==> src/rtl/pc_pkg.sv <==
// Shared types and constants for the fetch-stage PC unit.
package pc_pkg;

    typedef enum logic [1:0] {
        PCSRC_SEQ    = 2'b00,
        PCSRC_BRANCH = 2'b01,
        PCSRC_JALR   = 2'b10,
        PCSRC_TRAP   = 2'b11
    } pcsrc_t;

    // Low address bits that must be zero for a word-aligned fetch target.
    localparam logic [1:0] PC_ALIGN_MASK = 2'b11;

endpackage

==> src/rtl/if_id_reg.sv <==
// IF/ID pipeline register: Decode-stage PC, PC+step and valid bit.
// Priority is rst > flush > stall > load; a flush leaves the PC fields untouched.
module if_id_reg
    import pc_pkg::*;
#(
    parameter int PC_WIDTH = 32
) (
    input  logic                clk,
    input  logic                rst,
    input  logic                i_stall,
    input  logic                i_flush,
    input  logic [PC_WIDTH-1:0] i_pc,
    input  logic [PC_WIDTH-1:0] i_pc_plus,
    output logic [PC_WIDTH-1:0] o_pc,
    output logic [PC_WIDTH-1:0] o_pc_plus,
    output logic                o_valid
);

    logic [PC_WIDTH-1:0] r_pc_d;
    logic [PC_WIDTH-1:0] r_pc_plus_d;
    logic                r_valid_d;

    always_ff @(posedge clk) begin
        if (rst) begin
            r_pc_d      <= '0;
            r_pc_plus_d <= '0;
            r_valid_d   <= 1'b0;
        end else if (i_flush) begin
            r_valid_d   <= 1'b0;
        end else if (!i_stall) begin
            r_pc_d      <= i_pc;
            r_pc_plus_d <= i_pc_plus;
            r_valid_d   <= 1'b1;
        end
    end

    assign o_pc      = r_pc_d;
    assign o_pc_plus = r_pc_plus_d;
    assign o_valid   = r_valid_d;

endmodule

==> src/rtl/pc_fetch_unit.sv <==
// Fetch-stage PC unit: PC_F register, next-PC mux with Execute redirects, IF/ID register.
// Optional PC_MISALIGN_TRAP_EN diverts misaligned BRANCH/JALR targets to TrapVec.
module pc_fetch_unit
    import pc_pkg::*;
#(
    parameter int                  PC_WIDTH     = 32,
    parameter logic [PC_WIDTH-1:0] RESET_VECTOR = '0,
    parameter int                  PC_STEP      = 4
) (
    input  logic                clk,
    input  logic                rst,
    input  logic                Stall_F,
    input  logic                Stall_D,
    input  logic                Flush_D,
    input  logic [1:0]          PCSrc_E,
    input  logic [PC_WIDTH-1:0] PC_E,
    input  logic [PC_WIDTH-1:0] ImmExt_E,
    input  logic [PC_WIDTH-1:0] RS1_E,
    input  logic [PC_WIDTH-1:0] TrapVec,
    output logic [PC_WIDTH-1:0] PC_F,
    output logic [PC_WIDTH-1:0] PC_Plus_F,
    output logic [PC_WIDTH-1:0] PC_D,
    output logic [PC_WIDTH-1:0] PC_Plus_D,
    output logic                Valid_D,
    output logic                Misalign_E,
    output logic [PC_WIDTH-1:0] Misalign_Addr
);

    localparam logic [PC_WIDTH-1:0] ALIGN_MASK_W = PC_WIDTH'(PC_ALIGN_MASK);
    localparam logic [PC_WIDTH-1:0] JALR_MASK_W  = PC_WIDTH'(1);

    logic [PC_WIDTH-1:0] r_pc_f;
    logic [PC_WIDTH-1:0] w_pc_plus_f;
    logic [PC_WIDTH-1:0] w_branch_tgt;
    logic [PC_WIDTH-1:0] w_jalr_tgt;
    logic [PC_WIDTH-1:0] w_raw_tgt;
    logic [PC_WIDTH-1:0] w_next_pc;
    pcsrc_t              w_src;
    logic                w_redirect;
    logic                w_checked;

    assign w_src        = pcsrc_t'(PCSrc_E);
    assign w_redirect   = (w_src != PCSRC_SEQ);
    assign w_checked    = (w_src == PCSRC_BRANCH) || (w_src == PCSRC_JALR);
    assign w_pc_plus_f  = r_pc_f + PC_WIDTH'(PC_STEP);
    assign w_branch_tgt = PC_E + ImmExt_E;
    assign w_jalr_tgt   = (RS1_E + ImmExt_E) & ~JALR_MASK_W;

    always_comb begin
        w_raw_tgt = w_pc_plus_f;
        case (w_src)
            PCSRC_SEQ:    w_raw_tgt = w_pc_plus_f;
            PCSRC_BRANCH: w_raw_tgt = w_branch_tgt;
            PCSRC_JALR:   w_raw_tgt = w_jalr_tgt;
            PCSRC_TRAP:   w_raw_tgt = TrapVec;
        endcase
    end

`ifdef PC_MISALIGN_TRAP_EN
    logic                w_misalign;
    logic                r_misalign_e;
    logic [PC_WIDTH-1:0] r_misalign_addr;

    assign w_misalign = w_checked && ((w_raw_tgt & ALIGN_MASK_W) != '0);
    assign w_next_pc  = w_misalign ? TrapVec : w_raw_tgt;

    // Redirects are never blocked by Stall_F, so a misaligned target always traps this cycle.
    always_ff @(posedge clk) begin
        if (rst) begin
            r_misalign_e    <= 1'b0;
            r_misalign_addr <= '0;
        end else begin
            r_misalign_e <= w_misalign;
            if (w_misalign) begin
                r_misalign_addr <= w_raw_tgt;
            end
        end
    end

    assign Misalign_E    = r_misalign_e;
    assign Misalign_Addr = r_misalign_addr;
`else
    assign w_next_pc     = w_checked ? (w_raw_tgt & ~ALIGN_MASK_W) : w_raw_tgt;
    assign Misalign_E    = 1'b0;
    assign Misalign_Addr = '0;
`endif

    always_ff @(posedge clk) begin
        if (rst) begin
            r_pc_f <= RESET_VECTOR;
        end else if (w_redirect) begin
            r_pc_f <= w_next_pc;
        end else if (!Stall_F) begin
            r_pc_f <= w_pc_plus_f;
        end
    end

    assign PC_F      = r_pc_f;
    assign PC_Plus_F = w_pc_plus_f;

    if_id_reg #(
        .PC_WIDTH (PC_WIDTH)
    ) u_if_id (
        .clk       (clk),
        .rst       (rst),
        .i_stall   (Stall_D),
        .i_flush   (Flush_D),
        .i_pc      (r_pc_f),
        .i_pc_plus (w_pc_plus_f),
        .o_pc      (PC_D),
        .o_pc_plus (PC_Plus_D),
        .o_valid   (Valid_D)
    );

endmodule

==> config.mk <==
export PLATFORM = sky130hd
export DESIGN_NAME = pc_fetch_unit
export DESIGN_NICKNAME = d
export VERILOG_FILES = /design/src/rtl/pc_pkg.sv /design/src/rtl/if_id_reg.sv /design/src/rtl/pc_fetch_unit.sv
export SDC_FILE = /design/constraint.sdc
export NUM_CORES = 1
export LEC_CHECK = 0
export ABC_CLOCK_PERIOD_IN_PS = 5450
export CELL_PAD_IN_SITES_DETAIL_PLACEMENT = 1
export CELL_PAD_IN_SITES_GLOBAL_PLACEMENT = 1
export CORE_AREA = 2 2 156 158
export DETAILED_ROUTE_END_ITERATION = 12
export DIE_AREA = 0 0 158 160
export PLACE_DENSITY_LB_ADDON = 0.12
export SYNTH_ARGS = -nofsm -noshare
export SYNTH_HDL_FRONTEND = slang
export SYNTH_SLANG_ARGS = --single-unit
==> constraint.sdc <==
create_clock -name clk -period 5.45 [get_ports clk]
set_input_delay 1.09 -clock clk [delete_from_list [all_inputs] [get_ports clk]]
set_output_delay 1.09 -clock clk [all_outputs]
set_load 0.005 [all_outputs]
==> results_dict.tcl, run 1 <==
set metrics [dict create \
    status "finished, final reports clean" \
    route.vias.total 8528 \
    num_rows 57 \
    finalSetupTns_ps 0 \
    endpoint "PC_Plus_F[30]" \
    gr-total-overflow 0 \
    cp.arrival_ps 3480 \
    drc 0 \
    cp_data_required_time_ps 4360 \
    p_per_area_nw_per_um2 220 \
    yosysSeqAreaShare_pct 23.2 \
    wirelength_met1_um 15200 \
    p_sw_uw 828 \
    numCtsBuffers 9 \
    slew_viol_final 0 \
    route.met2.wl_um 13900 \
    synth-xor-area-share_pct 11.6 \
    post_cts_buffers 0 \
    synthTopCellsByArea "dfxtp_1 23%, ha_1 10%, xnor2_1 7.8%" \
    path_class "reg -> out" \
    die_y_um 160 \
    synth-edff-count 0 \
    max_slew_margin_pct 22.3 \
    avgRoutedWirePerCell_um 19.0 \
    root_buffer "clkbuf_16" \
    cp-end-kind "primary output" \
    grt_start_max_net_pins 60 \
    cp_max_fo 7 \
    seq_area_um2 1900 \
    route.met3.wl_um 1300 \
    muxShareOfSynthArea_pct 0.505 \
    setup_viol 0 \
    antenna_found_initial 0 \
    nets 1498 \
    wl_um 30800 \
    post_cts_resized 0 \
    drive_gt1_share_pct 4.55 \
    synth_compound_area_share_pct 25.2 \
    ant_nets 0 \
    cp_slowest_cell "or4_4" \
    post-route-min-period_ps 4570 \
    synth_simple_gate_area_share_pct 20.8 \
    initial_utilization_pct 34.4 \
    io_buffers 263 \
    synth-adder-area-share_pct 10.7 \
    reg2reg_slack_ps 2560 \
    crit_chain "ha_1 -> nand4_1 -> nor3_4 -> nand2_4 -> or4_4 -> nor2_1 -> xor2_1 -> clkdlybuf4s50_1" \
    synth_top_area_share_pct 23.2 \
    area_growth_pct 37.1 \
    n_antenna_cell 0 \
    total_power_mw 2.47 \
    rsz0062_at_grt "false" \
    drt-pass1-iter-count 5 \
    p_leak_nw 4.31 \
    syn_inst 1080 \
    pwr-share-seq_pct 32.8 \
    place_congestion 0.873 \
    worst_pin_slew_ps 1170 \
    synth.top_cells.by_count "150 x nand2_1, 113 x a21oi_1, 99 x nor2_1, 95 x dfxtp_1, 73 x xnor2_1" \
    finalCritPeriodShare_pct 83.8 \
    clock_sinks 95 \
    grt_pass1_vias 8467 \
    fmax_mhz 219 \
    dieArea_um2 25300 \
    r2r_cells 9 \
    cts_tree "built" \
    path_clk_slew_ps 70 \
    grtUsageTotal_pct 23.6 \
    syn_area_per_cell_um2 7.58 \
    fillers 2978 \
    core_um2 23800 \
    critPathLaunch "PC_F[2]" \
    skew_ps 10.6 \
    ys_types 75 \
    power.internal_mw 1.64 \
    drtIter0Drc 485 \
    final_hold_viol_count 0 \
    worstReg2RegEnd "PC_F[30]" \
    die_x_um 158 \
    p_comb_share_pct 37.4 \
    clock_tree.buffer_depth 2 \
    yosys_warnings 0 \
    synth_seq_cells 95 \
    maxCapViolations 0 \
    clock_power_share_pct 29.7 \
    hold_path_class "reg -> reg" \
    htreeDepth 3 \
    multi_input_area_um2 5760 \
    routed.top_layer "met4" \
    dpl.hpwl_um 24600 \
    hold_buffers 0 \
    netlist_area_um2 8180 \
    ir_drop_uv 147 \
    crit_path_max_incr_delay_ps 580 \
    swShare_pct 33.5 \
    yosys.cell_count.top_type "nand2_1" \
    via_per_inst 5.26 \
    worstReg2RegStart "PC_F[2]" \
    synth_top_family_by_area "compound AO/OA/AOI/OAI gates" \
    async_flop_share_pct 0 \
    worstSkewPairLatency_ps 350 \
    grt_pass1_wl_um 47600 \
    critPathLaunchType "register" \
    ys.flop_type "dfxtp_1" \
    io_pins 297 \
    synth_top_area_cell "dfxtp_1" \
]
[worst min path at each step]
stage,slack [ps],end,cells past startpoint,start
6_report,450,u_if_id.o_pc[21],2,u_if_id.o_pc[21]
5_1_grt,470,u_if_id.o_pc[6],2,u_if_id.o_pc[6]
4_1_cts,460,u_if_id.o_pc[27],2,u_if_id.o_pc[27]
3_5_place_dp,450,u_if_id.o_pc[27],2,u_if_id.o_pc[27]
3_3_place_gp,440,u_if_id.o_pc[21],2,u_if_id.o_pc[21]
2_1_floorplan,440,u_if_id.o_valid,2,u_if_id.o_valid
[layout by cell type, fill, tap and decap left out, types with 10 or more instances in the layout]
| master | instances |
|---|---|
| a211oi_1 | 12 |
| a21o_1 | 22 |
| a21oi_1 | 113 |
| a221oi_1 | 41 |
| buf_4 | 10 |
| clkdlybuf4s50_1 | 262 |
| conb_1 | 33 |
| dfxtp_1 | 95 |
| ha_1 | 66 |
| inv_1 | 31 |
| nand2_1 | 150 |
| nand2b_1 | 12 |
| nand3_1 | 20 |
| nor2_1 | 98 |
| nor3_1 | 33 |
| o21ai_0 | 36 |
| o21bai_1 | 11 |
| xnor2_1 | 73 |
| xor2_1 | 35 |
[power groups by stage]
stage               sequential (mW)  combinational, mW  clock [mW]
floorplan                     0.795              0.535           0
global placement              0.824              0.908           0
detailed placement            0.825              0.914           0
CTS                           0.809              0.920       0.752
global route                  0.817               1.01       0.779
finish                        0.810              0.925       0.735
[sequential cells by signal, indices dropped and copies added (netlist names)]
name	flops
PC_F	32
u_if_id.o_pc	32
u_if_id.o_pc_plus	30
u_if_id.o_valid	1
[critical path, delay by kind of cell (launching register included)]
kind,cells,cell delay [ps]
flip-flops,1,530
AND/OR/NAND/NOR,5,1510
XOR/XNOR,1,240
buffers and inverters,1,540
adder cells (fa/ha/maj),1,310
[cell type report]
cell class	instances	area share, %
clock inverter	6	1.03
tap	324	3.61
multi-input combinational	885	51.3
clock buffer	9	2.01
timing repair buffer	272	24.0
sequential	95	16.9
inverter	31	1.04
[through the flow]
step,std cells,hold WS [ps],instance area [um^2],utilization [%],worst slack (ps)
3_3_place_gp,1607,441,10900,45.7,1210
5_1_grt,1622,472,11200,47.1,717
4_1_cts,1622,457,11200,47.1,873
6_report,1622,454,11200,47.1,884
3_5_place_dp,1607,447,10900,45.7,1140
2_1_floorplan,1112,444,8300,-,2060
[per-layer routing]
layer,global-route usage (%),vias up
met4,4.05,0
met2,37.6,250
met1,34.9,4064
li1,-,4198
met5,0,-
met3,2.33,16
[cell families (layout without fill, tap and decap cells)]
family	after synthesis	after routing
AND/OR/NAND/NOR	368	368
AO/OA/AOI/OAI	303	303
adder cells (fa/ha/maj)	69	69
flip-flops	95	95
other	1	33
XOR/XNOR	108	108
multiplexers	4	4
buffers and inverters	132	318
No activity file was read; power rests on OpenSTA's default activity.
==> run 2, diff against run 1 <==
ABC_CLOCK_PERIOD_IN_PS = 4100   (was 5450)
CORE_AREA = 2 2 171 173   (was 2 2 156 158)
DIE_AREA = 0 0 173 175   (was 0 0 158 160)
clock period = 4.1 ns   (was 5.45 ns; I/O delays follow)
==> run 2 against run 1 <==
Power rose by 28%. Sequential share of layout area fell by 0.29 points. Count of clock-buffer cells in the layout rose by 1. Setup slack got worse by 660 ps. Flip-flop and latch count did not move. Cell count rose by 5.1%. Clock skew fell by 2.1 ps. Final area rose by 1.7%. Register-to-register slack got worse by 1100 ps. Utilization fell by 6.9 points.
==> results_dict.tcl, run 2 (synthesized netlist as in run 1, its figures left out) <==
set metrics [dict create \
    status "finished, final reports clean" \
    path_class "reg -> out" \
    clock_sinks 95 \
    p_leak_nw 4.40 \
    htreeDepth 3 \
    dieArea_um2 30300 \
    cp-end-kind "primary output" \
    drt-pass1-iter-count 4 \
    io_pins 297 \
    n_antenna_cell 0 \
    root_buffer "clkbuf_16" \
    nets 1520 \
    post-route-min-period_ps 3870 \
    dpl.hpwl_um 26400 \
    skew_ps 8.56 \
    setup_viol 0 \
    finalSetupTns_ps 0 \
    drc 0 \
    via_per_inst 4.99 \
    worstSkewPairLatency_ps 340 \
    ant_nets 0 \
    route.vias.total 8510 \
    fmax_mhz 258 \
    antenna_found_initial 1 \
    die_x_um 173 \
    die_y_um 175 \
    grtUsageTotal_pct 20.6 \
    final_cells 1705 \
    cp.arrival_ps 3050 \
    numCtsBuffers 9 \
    hold_path_class "reg -> reg" \
    drtIter0Drc 468 \
    grt.busiest_layer "met2" \
    grtUsageMet2_pct 33.3 \
    slew_viol_final 0 \
    path_clk_slew_ps 70 \
    p_per_area_nw_per_um2 277 \
    ir_drop_uv 222 \
    post_cts_buffers 0 \
    cp_data_required_time_ps 3280 \
    avgRoutedWirePerCell_um 18.9 \
    mostFrequentLayoutCell "clkdlybuf4s50_1" \
    core_um2 28400 \
    rsz0062_at_grt "false" \
    wl_um 32300 \
    initial_utilization_pct 28.8 \
    critPathLaunchType "register" \
    final_hold_viol_count 0 \
    gr-total-overflow 0 \
    grt_pass1_wl_um 50200 \
    finalCritPeriodShare_pct 94.4 \
    max_slew_margin_pct 42.2 \
    cts_tree "built" \
    area_growth_pct 39.5 \
    grtUsageMet1_pct 30.1 \
    place_congestion 0.869 \
    io_buffers 263 \
    drive_gt1_share_pct 6.21 \
    dp_cells 1689 \
    pre_cts_slack_ps 36.8 \
    clock_tree.buffer_depth 2 \
    post_cts_resized 0 \
    layout_setup_ws_ps 228 \
    num_rows 62 \
    final_cell_mix "262 x clkdlybuf4s50_1, 150 x nand2_1, 113 x a21oi_1" \
    hold_buffers 0 \
    grt_pass1_vias 8684 \
    cp_max_fo 8 \
    use_met3_pct 2.18 \
    grt_start_max_net_pins 64 \
    maxCapViolations 0 \
    worst_pin_slew_ps 867 \
]
## run 2: changes by cell type in the layout (fill, tap and decap cells not counted)
| cell | previous run | this run |
|---|---|---|
| buf_4 | 10 | 32 |
| bufinv_16 | 3 | 0 |
| clkbuf_8 | 0 | 1 |
| clkinv_4 | 0 | 1 |
| clkinvlp_4 | 1 | 3 |
| inv_6 | 2 | 0 |
| inv_8 | 0 | 2 |
## run 2: critical path, stage by stage, from the launching register on
cell and delay (ps):
dfxtp_1 540, and4_4 320, and4_1 270, nand2_4 80, or4_4 560, nor2_1 150, xor2_1 240, clkdlybuf4s50_1 550
## run 2: where the power goes
part,switching [mW],internal (mW),leakage [nW]
Clock,0.395,0.438,0.135
Sequential,0.0680,0.983,0.779
Combinational,0.659,0.621,3.48
## run 2: final timing paths
kind                    startpoint               end  slack (ps)  cells past startpoint
hold / removal    u_if_id.o_pc[16]  u_if_id.o_pc[16]         460                      2
hold reg to reg   u_if_id.o_pc[16]  u_if_id.o_pc[16]         460                      2
setup reg to reg          PC_F[13]          PC_F[31]        1440                     10
setup / recovery          PC_F[13]     PC_Plus_F[30]         230                      7
## run 2: final cells by class
cell class                 count  area (um^2)
clock buffer                  10          239
clock inverter                 6         53.8
fill                        3509        17000
inverter                      31          116
multi-input combinational    885         5760
sequential                    95         1900
tap                          384          480
timing repair buffer         294         2860
## run 2: routing by layer
layer  wire (um)  vias to the layer above
met5          11                        -
met4         216                        2
met3        1160                       12
met2       14500                      215
met1       16400                     4048
li1            -                     4233
## run 2: metrics by stage
stage	utilization [%]	total power, mW	hold WS (ps)	instance area (um^2)
floorplan	-	1.77	444	8300
global placement	39.2	2.34	442	11100
detailed placement	39.2	2.35	447	11100
CTS	40.2	3.20	457	11400
global route	40.2	3.34	473	11400
finish	40.2	3.17	456	11400
